$ cat src/rtl/uart_frame_parser_if.sv
// rtl/uart_frame_parser_if.sv - byte-in / frame-out bus of the UART command-frame parser
interface uart_frame_parser_if #(
    parameter int PAYLOAD_LEN = 11,
    parameter int CH_NUM      = 4
);
    logic                     rx_valid;
    logic [7:0]               rx_data;
    logic                     frame_valid;
    logic [7:0]               frame_func;
    logic [8*PAYLOAD_LEN-1:0] frame_payload;
    logic [CH_NUM-1:0]        ch_wr;
    logic                     frame_err;
    logic                     timeout_err;
    logic [15:0]              good_cnt;
    logic [15:0]              err_cnt;
    logic                     busy;

    // Byte source and register-bank side
    modport master (
        output rx_valid, rx_data,
        input  frame_valid, frame_func, frame_payload, ch_wr,
        input  frame_err, timeout_err, good_cnt, err_cnt, busy
    );

    // Parser side
    modport slave (
        input  rx_valid, rx_data,
        output frame_valid, frame_func, frame_payload, ch_wr,
        output frame_err, timeout_err, good_cnt, err_cnt, busy
    );
endinterface

$ cat src/rtl/uart_frame_parser.sv
// rtl/uart_frame_parser.sv - HEAD/payload/checksum/TAIL frame decoder with timeout and counters
module uart_frame_parser #(
    parameter int          PAYLOAD_LEN = 11,
    parameter int          CH_NUM      = 4,
    parameter logic [7:0]  HEAD_BYTE   = 8'h55,
    parameter logic [7:0]  TAIL_BYTE   = 8'hAA,
    parameter int          TIMEOUT_CYC = 50000
) (
    input  logic                 sys_clk,
    input  logic                 sys_rst,
    uart_frame_parser_if.slave   bus
);
    localparam int IW = $clog2(PAYLOAD_LEN);
    localparam int TW = $clog2(TIMEOUT_CYC);

    localparam logic [1:0] IDLE    = 2'd0;
    localparam logic [1:0] PAYLOAD = 2'd1;
    localparam logic [1:0] CSUM    = 2'd2;
    localparam logic [1:0] TAIL    = 2'd3;

    logic [1:0]    state;
    logic [IW-1:0] idx;
    logic [7:0]    sum;
    logic          csum_ok;
    logic          ch_ok;
    logic [TW-1:0] timer;
    logic [7:0]    shadow [PAYLOAD_LEN];
    logic          expire;
    logic          good_tail;

    // A byte arriving on the expiry cycle takes priority over the timeout
    assign expire    = (state != IDLE) && !bus.rx_valid && (timer == TW'(TIMEOUT_CYC - 1));
    assign good_tail = (bus.rx_data == TAIL_BYTE) && csum_ok && ch_ok;
    assign bus.busy  = (state != IDLE);

    // Frame FSM, shadow buffer, running checksum and inter-byte timer
    always_ff @(posedge sys_clk) begin
        if (sys_rst) begin
            state   <= IDLE;
            idx     <= '0;
            sum     <= '0;
            csum_ok <= 1'b0;
            ch_ok   <= 1'b0;
            timer   <= '0;
            for (int i = 0; i < PAYLOAD_LEN; i++) shadow[i] <= '0;
        end else begin
            if (bus.rx_valid || state == IDLE) timer <= '0;
            else                               timer <= timer + 1'b1;

            if (expire) begin
                state <= IDLE;
            end else if (bus.rx_valid) begin
                case (state)
                    IDLE: begin
                        if (bus.rx_data == HEAD_BYTE) begin
                            state <= PAYLOAD;
                            idx   <= '0;
                            sum   <= '0;
                        end
                    end
                    PAYLOAD: begin
                        shadow[idx] <= bus.rx_data;
                        sum         <= sum + bus.rx_data;
                        idx         <= idx + 1'b1;
                        if (idx == IW'(PAYLOAD_LEN - 1)) state <= CSUM;
                    end
                    CSUM: begin
                        csum_ok <= (bus.rx_data == sum);
                        ch_ok   <= (shadow[1] != 8'd0) && (shadow[1] <= 8'(CH_NUM));
                        state   <= TAIL;
                    end
                    default: begin
                        // Tail byte is never reconsidered as a new HEAD
                        state <= IDLE;
                    end
                endcase
            end
        end
    end

    // Result publication: pulses, held frame contents and event counters
    always_ff @(posedge sys_clk) begin
        if (sys_rst) begin
            bus.frame_valid   <= 1'b0;
            bus.frame_err     <= 1'b0;
            bus.timeout_err   <= 1'b0;
            bus.ch_wr         <= '0;
            bus.frame_func    <= '0;
            bus.frame_payload <= '0;
            bus.good_cnt      <= '0;
            bus.err_cnt       <= '0;
        end else begin
            bus.frame_valid <= 1'b0;
            bus.frame_err   <= 1'b0;
            bus.timeout_err <= 1'b0;
            bus.ch_wr       <= '0;
            if (expire) begin
                bus.timeout_err <= 1'b1;
                bus.err_cnt     <= bus.err_cnt + 16'd1;
            end else if (bus.rx_valid && state == TAIL) begin
                if (good_tail) begin
                    bus.frame_valid <= 1'b1;
                    bus.frame_func  <= shadow[0];
                    for (int i = 0; i < PAYLOAD_LEN; i++)
                        bus.frame_payload[8*(PAYLOAD_LEN-i)-1 -: 8] <= shadow[i];
                    for (int c = 0; c < CH_NUM; c++)
                        bus.ch_wr[c] <= (shadow[1] == 8'(c + 1));
                    bus.good_cnt <= bus.good_cnt + 16'd1;
                end else begin
                    bus.frame_err <= 1'b1;
                    bus.err_cnt   <= bus.err_cnt + 16'd1;
                end
            end
        end
    end
endmodule

$ cat src/flat_wrapper.sv
// flat-port wrapper written by rule: the top's interface ports become plain ports
module uart_frame_parser_flat 
#(
    parameter int          PAYLOAD_LEN = 11,
    parameter int          CH_NUM      = 4,
    parameter logic [7:0]  HEAD_BYTE   = 8'h55,
    parameter logic [7:0]  TAIL_BYTE   = 8'hAA,
    parameter int          TIMEOUT_CYC = 50000
)
  (sys_clk, sys_rst, bus_rx_valid, bus_rx_data, bus_frame_valid, bus_frame_func, bus_frame_payload, bus_ch_wr, bus_frame_err, bus_timeout_err, bus_good_cnt, bus_err_cnt, bus_busy);
  uart_frame_parser_if #(.PAYLOAD_LEN(PAYLOAD_LEN), .CH_NUM(CH_NUM)) bus_i ();
  input  logic sys_clk;
  input  logic sys_rst;
  input wire logic [$bits(bus_i.rx_valid)-1:0] bus_rx_valid;
  input wire logic [$bits(bus_i.rx_data)-1:0] bus_rx_data;
  output wire logic [$bits(bus_i.frame_valid)-1:0] bus_frame_valid;
  output wire logic [$bits(bus_i.frame_func)-1:0] bus_frame_func;
  output wire logic [$bits(bus_i.frame_payload)-1:0] bus_frame_payload;
  output wire logic [$bits(bus_i.ch_wr)-1:0] bus_ch_wr;
  output wire logic [$bits(bus_i.frame_err)-1:0] bus_frame_err;
  output wire logic [$bits(bus_i.timeout_err)-1:0] bus_timeout_err;
  output wire logic [$bits(bus_i.good_cnt)-1:0] bus_good_cnt;
  output wire logic [$bits(bus_i.err_cnt)-1:0] bus_err_cnt;
  output wire logic [$bits(bus_i.busy)-1:0] bus_busy;
  assign bus_i.rx_valid = bus_rx_valid;
  assign bus_i.rx_data = bus_rx_data;
  assign bus_frame_valid = bus_i.frame_valid;
  assign bus_frame_func = bus_i.frame_func;
  assign bus_frame_payload = bus_i.frame_payload;
  assign bus_ch_wr = bus_i.ch_wr;
  assign bus_frame_err = bus_i.frame_err;
  assign bus_timeout_err = bus_i.timeout_err;
  assign bus_good_cnt = bus_i.good_cnt;
  assign bus_err_cnt = bus_i.err_cnt;
  assign bus_busy = bus_i.busy;
  uart_frame_parser #(.PAYLOAD_LEN(PAYLOAD_LEN), .CH_NUM(CH_NUM), .HEAD_BYTE(HEAD_BYTE), .TAIL_BYTE(TAIL_BYTE), .TIMEOUT_CYC(TIMEOUT_CYC)) u_core (.sys_clk(sys_clk), .sys_rst(sys_rst), .bus(bus_i));
endmodule
$ cat config.mk
export PLATFORM = sky130hd
export DESIGN_NAME = uart_frame_parser_flat
export DESIGN_NICKNAME = d
export VERILOG_FILES = /design/src/rtl/uart_frame_parser_if.sv /design/src/rtl/uart_frame_parser.sv /design/src/flat_wrapper.sv
export SDC_FILE = /design/constraint.sdc
export NUM_CORES = 1
export LEC_CHECK = 0
export ABC_CLOCK_PERIOD_IN_PS = 3700
export CAP_MARGIN = 20
export CORE_MARGIN = 2
export CORE_UTILIZATION = 58
export DETAILED_ROUTE_END_ITERATION = 8
export PLACE_DENSITY_LB_ADDON = 0.12
export SLEW_MARGIN = 5
export SYNTH_ARGS = -nofsm -noshare
export SYNTH_HDL_FRONTEND = slang
export SYNTH_SLANG_ARGS = --single-unit
$ cat constraint.sdc
create_clock -name sys_clk -period 3.7 [get_ports sys_clk]
set_input_delay 0.74 -clock sys_clk [delete_from_list [all_inputs] [get_ports sys_clk]]
set_output_delay 0.74 -clock sys_clk [all_outputs]
set_load 0.1 [all_outputs]
== Word level (Yosys, flattened, before mapping) ==
Memory sizes are Yosys's and may differ from the RTL's. A register that Yosys moved wholly into a read port is not among the register bits.
Index checks and enable logic that the tools add are counted.

* Input port bits: 11
* Output and inout bits: 136
* Memory bits (writable): 88
* Register bits after elaboration: 167
* Memories: 1
* Word-level logic and storage cells: 85

* Reductions and logical operators: 23
* Equality and inequality tests: 15
* Add/sub/neg operators: 5
* Mux-type cells: 23
* $lt $le $gt $ge: 1
* Bitwise logic cells: 3

{| class="wikitable"
|+ Memories
! memory !! depth !! width !! read ports !! clocked after Yosys merged registers in !! wr ports !! RTL line !! text
|-
| u_core.shadow || 11 || 8 || 11 || 9 || 11 || uart_frame_parser.sv:27 || <nowiki>logic [7:0] shadow [PAYLOAD_LEN];</nowiki>
|}

{| class="wikitable"
|+ Operators with widths
! kind !! count
|-
| adder 16 x 1 -> 16 bit (second input constant) || 3
|-
| two-way mux 16 bit || 3
|-
| equality test 16 bit (second input constant) || 1
|-
| equality test 8 x 2 -> 1 bit (second input constant) || 2
|-
| two-way mux 8 bit || 2
|-
| one-hot mux 8 bit (2 select lines) || 1
|-
| two-way mux 1 bit || 11
|-
| AND reduction 3 bit || 3
|-
| adder 8 bit || 1
|-
| equality test 8 x 1 -> 1 bit (second input constant) || 1
|-
| equality test 8 x 3 -> 1 bit (second input constant) || 1
|-
| equality test 8 x 7 -> 1 bit (second input constant) || 1
|-
| equality test 8 bit || 1
|-
| equality test 8 bit (second input constant) || 1
|-
| less-or-equal comparator 8 x 3 -> 1 bit (second input constant) || 1
|-
| two-way mux 4 bit || 2
|-
| one-hot mux 4 bit (2 select lines) || 1
|-
| nonzero test 8 bit || 1
|-
| OR reduction 8 bit || 1
|-
| logical AND 1 bit || 6
|-
| one-hot mux 2 bit (3 select lines) || 1
|-
| nonzero test 2 bit || 3
|-
| adder 4 x 1 -> 4 bit (second input constant) || 1
|-
| equality test 2 bit (second input constant) || 2
|-
| 14 further kinds || 19
|}

== Longest topological paths before layout ==
* Depth after elaboration: 8
* Gate-level depth with buffers: 8
* Depth with buffers taken out: 7

== Least setup slack after synthesis ==
OpenSTA, ideal clock, no wires.

* Path kind: reg2reg
* From: register u_core.bus.good_cnt[3]
* To: register u_core.bus.good_cnt[15]
* Arrival: 2416 ps
* Path buffers: 0
* Clock period less this slack: 2486 ps
* Setup time: 70 ps
* Path slack: 1214 ps
* Stages on the path, launching flop included: 6
* Cells stage by stage: dfxtp_1 -> and4_1 -> and4_1 -> nand4_1 -> or4_1 -> a21oi_1

* Word-level cells in the longest chain between the ends: 1

{| class="wikitable"
|+ Ends and longest elaborated chain
! what !! RTL line !! text
|-
| from (decl) || uart_frame_parser_if.sv:29 || <nowiki>output frame_err, timeout_err, good_cnt, err_cnt, busy</nowiki>
|-
| from (signal assigned) || uart_frame_parser.sv:108 || <nowiki>bus.good_cnt <= bus.good_cnt + 16'd1;</nowiki>
|-
| adder 16 x 1 -> 16 bit || uart_frame_parser.sv:108 ||
|}

Every way passes these cells.
A chain may end at the register's enable or synchronous reset.

== Worst setup path in the final report ==
* From: register u_core.bus.good_cnt[11]
* To: output bus_good_cnt[11]

{| class="wikitable"
|+ RTL lines
! what !! RTL line !! text
|-
| to (decl) || flat_wrapper.sv:22 || <nowiki>output wire logic [$bits(bus_i.good_cnt)-1:0] bus_good_cnt;</nowiki>
|}

No word-level cell between the ends.

==> flow_summary.json <==
{
  "synth_edf_count": 80,
  "synthSimpleGateAreaFrac": 0.231,
  "globalRoute.totalOverflow": 0,
  "synth_compound_area_frac": 0.0954,
  "cp_top_family": "buffers and inverters",
  "synthXorXnorAreaFrac": 0.0267,
  "portBuffers": 146,
  "critical_path.startpoint": "u_core.bus.good_cnt[11]",
  "worstSetupEndpointType": "primary output",
  "report.final.slew_viol_count": 0,
  "switching_share": 0.201,
  "yosys.area_share.adder": 0.0223,
  "seq_power_share": 0.544,
  "drt.antenna.violating_nets": 0,
  "vias": 7802,
  "path_cells": "clkdlybuf4s50_1",
  "coreArea_mm2": 0.0166,
  "maxCapViolations": 0,
  "p_clk_frac": 0.437,
  "synth_top_family_by_area": "simple AND/OR/NAND/NOR gates",
  "die_area_mm2": 0.0181,
  "fin_hold_ws_ns": 0.446,
  "clock-sinks": 247,
  "wl_mm": 22.1,
  "required_ns": 2.96,
  "drtIter0Drc": 634,
  "rsz0062_at_grt": "false",
  "maxSlewHeadroom": 0.318,
  "dr.pass1.iters": 5,
  "critPathSlowestCell": "clkdlybuf4s50_1",
  "power.switching_w": 0.00105,
  "hpwlAfterDp_mm": 14.2,
  "fin_skew_ns": 0.0112,
  "ys_warn_count": 0,
  "grt_max_degree": 85,
  "synth_fp_nets": 1082,
  "final_cell_mix": "231 x nand2_1, 167 x dfxtp_1, 142 x clkdlybuf4s50_1",
  "p_int_w": 0.00416,
  "areaGrowthSynthToFinish_pct": 23.4,
  "pwr-share-comb": 0.019,
  "hp-class": "register to register",
  "fin_crit_ns": 2.90,
  "ys_ff_latch": 247,
  "final_nets": 1209,
  "totalNegativeSetupSlack_ns": 0,
  "reg2reg_from": "u_core.state[1]",
  "cts.repair.resized": 0,
  "grt_pass1_vias": 7070,
  "async_reset_ff_frac": 0,
  "synth_cell_types": 48,
  "ir_worst_vdd_mv": 0.327,
  "syn_area_per_cell_um2": 9.35,
  "synth_ff_type": "dfxtp_1",
  "worstPathArrival_ns": 2.16,
  "antenna-diode-count": 0,
  "status": "finished, final reports clean",
  "synth.area.mux_share": 0.00203,
  "fmax_mhz": 345,
  "io_pins": 147,
  "cts.hold.buffers_added": 0,
  "netlist_area_mm2": 0.00986,
  "fp.dieH_um": 134,
  "mostFrequentLayoutCell": "nand2_1",
  "grt_first_pass_wirelength_mm": 35.2,
  "hold_viol": 0,
  "clk_pin_slew_ns": 0.06,
  "cp-start-kind": "register",
  "power.leakage_nw": 4.11,
  "track_usage": 0.239,
  "drc": 0,
  "gp_congestion": 0.863,
  "ys_seq_area_frac": 0.583,
  "post-route-period-util": 0.784,
  "min_from": "u_core.timer[0]",
  "num_rows": 47,
  "dieWidth_um": 134,
  "finalSetupViolCount": 0,
  "crit_type": "register to primary output",
  "crit_buf_inv": 1,
  "drt-wirelength-per-cell_um": 15.6,
  "tightest_slew_ns": 1.02,
  "routed_via_density": 5.50,
  "cts_tree": "yes",
  "clockBufferDepth": 3,
  "p_per_area_mw_per_mm2": 428,
  "cts_made_buffers": 25,
  "initial_core_util": 0.594,
  "post-cts-setup-buffer-count": 0,
  "grt_antenna_before_repair": 0,
  "drive_above_1_share": 0.0484,
  "htree_num_levels": 1,
  "crit_fanout": 6,
  "clk_latency_ns": 0.50,
  "max_stage_delay_ns": 1.20,
  "syn_inst": 1054,
  "root_buffer": "clkbuf_16"
}
==> stage by stage <==
step           worst slack (ns)  utilization  instance area, um^2  power (W)  std cells
2_1_floorplan              1.21            -                 9860    0.00295       1054
3_3_place_gp              0.463        0.690                11400    0.00299       1374
3_5_place_dp              0.424        0.690                11400    0.00299       1374
4_1_cts                   0.787        0.734                12200    0.00525       1418
5_1_grt                   0.732        0.734                12200    0.00536       1418
6_report                  0.798        0.734                12200    0.00521       1418
==> kinds of logic after synthesis <==
group,after synthesis
XOR/XNOR,30
AO/OA/AOI/OAI,171
flip-flops,247
multiplexers,2
AND/OR/NAND/NOR,498
adder cells (fa/ha/maj),17
buffers and inverters,89
==> power by group through the flow <==
| stage | combinational, W | sequential, W | clock (W) |
|---|---|---|---|
| 2_1_floorplan | 0.0000618 | 0.00289 | 0 |
| 4_1_cts | 0.000100 | 0.00283 | 0.00231 |
| 3_3_place_gp | 0.0000990 | 0.00289 | 0 |
| 3_5_place_dp | 0.0000999 | 0.00289 | 0 |
| 5_1_grt | 0.000109 | 0.00283 | 0.00242 |
| 6_report | 0.000101 | 0.00283 | 0.00228 |
==> per-layer routing <==
layer  track usage  share of wire
met3        0.0333          0.069
met5             0              0
met1         0.323           0.43
met4        0.0906          0.029
met2         0.393           0.47
==> layout make-up <==
cell class / count / area (um^2)
Sequential cell: 247 / 5750
Inverter: 25 / 93.8
Timing Repair Buffer: 164 / 1600
Fill cell: 1251 / 4420
Multi-Input combinational cell: 718 / 3720
Clock buffer: 39 / 709
Clock inverter: 5 / 21.3
Tap cell: 220 / 275
==> state kept, by name, summed over array words and instances (netlist names), 2 cells and up <==
name and flops:
u_core.bus.ch_wr 4, u_core.bus.good_cnt 16, bus_frame_payload 80, u_core.idx 4, u_core.state 2, u_core.sum 8, u_core.bus.err_cnt 16, bus_frame_func 8
u_core.timer 16, u_core.shadow 88
==> final timing paths <==
path,to,slack (ns),cells after the start
min reg2reg,u_core.timer[0],0.45,1
max reg2reg,u_core.shadow[3][0],1.19,5
min,u_core.timer[0],0.45,1
max,bus_good_cnt[11],0.80,1
==> Yosys cell counts (2+ instances only) <==
cell | number | share of area
xor2_1 | 14 | 0.012
and3_1 | 7 | 0.0044
o31ai_1 | 12 | 0.0091
and4_1 | 5 | 0.0044
o21a_1 | 2 | 0.0015
a21oi_1 | 127 | 0.064
o21ai_0 | 13 | 0.0066
o211ai_1 | 2 | 0.0015
edfxtp_1 | 80 | 0.24
clkbuf_1 | 42 | 0.016
o21bai_1 | 3 | 0.0023
nand2_1 | 231 | 0.088
nand3_1 | 31 | 0.016
nand4b_1 | 3 | 0.0027
nor4_1 | 7 | 0.0044
nor2b_1 | 3 | 0.0019
nand2b_1 | 4 | 0.0025
or3_1 | 9 | 0.0057
nor2_1 | 129 | 0.049
nor4b_1 | 2 | 0.0018
nor3_1 | 13 | 0.0066
buf_2 | 10 | 0.0051
inv_1 | 25 | 0.0095
and2_1 | 10 | 0.0063
dfxtp_1 | 167 | 0.34
buf_4 | 11 | 0.0084
o311ai_0 | 2 | 0.0018
nor4_4 | 2 | 0.0043
or4_1 | 14 | 0.011
mux2i_1 | 2 | 0.0020
nand4bb_1 | 2 | 0.0023
ha_1 | 16 | 0.020
a21o_1 | 4 | 0.0030
xnor2_1 | 16 | 0.014
nor3b_1 | 3 | 0.0023
nand4_1 | 19 | 0.012
No activity file was read; power rests on OpenSTA's default activity.
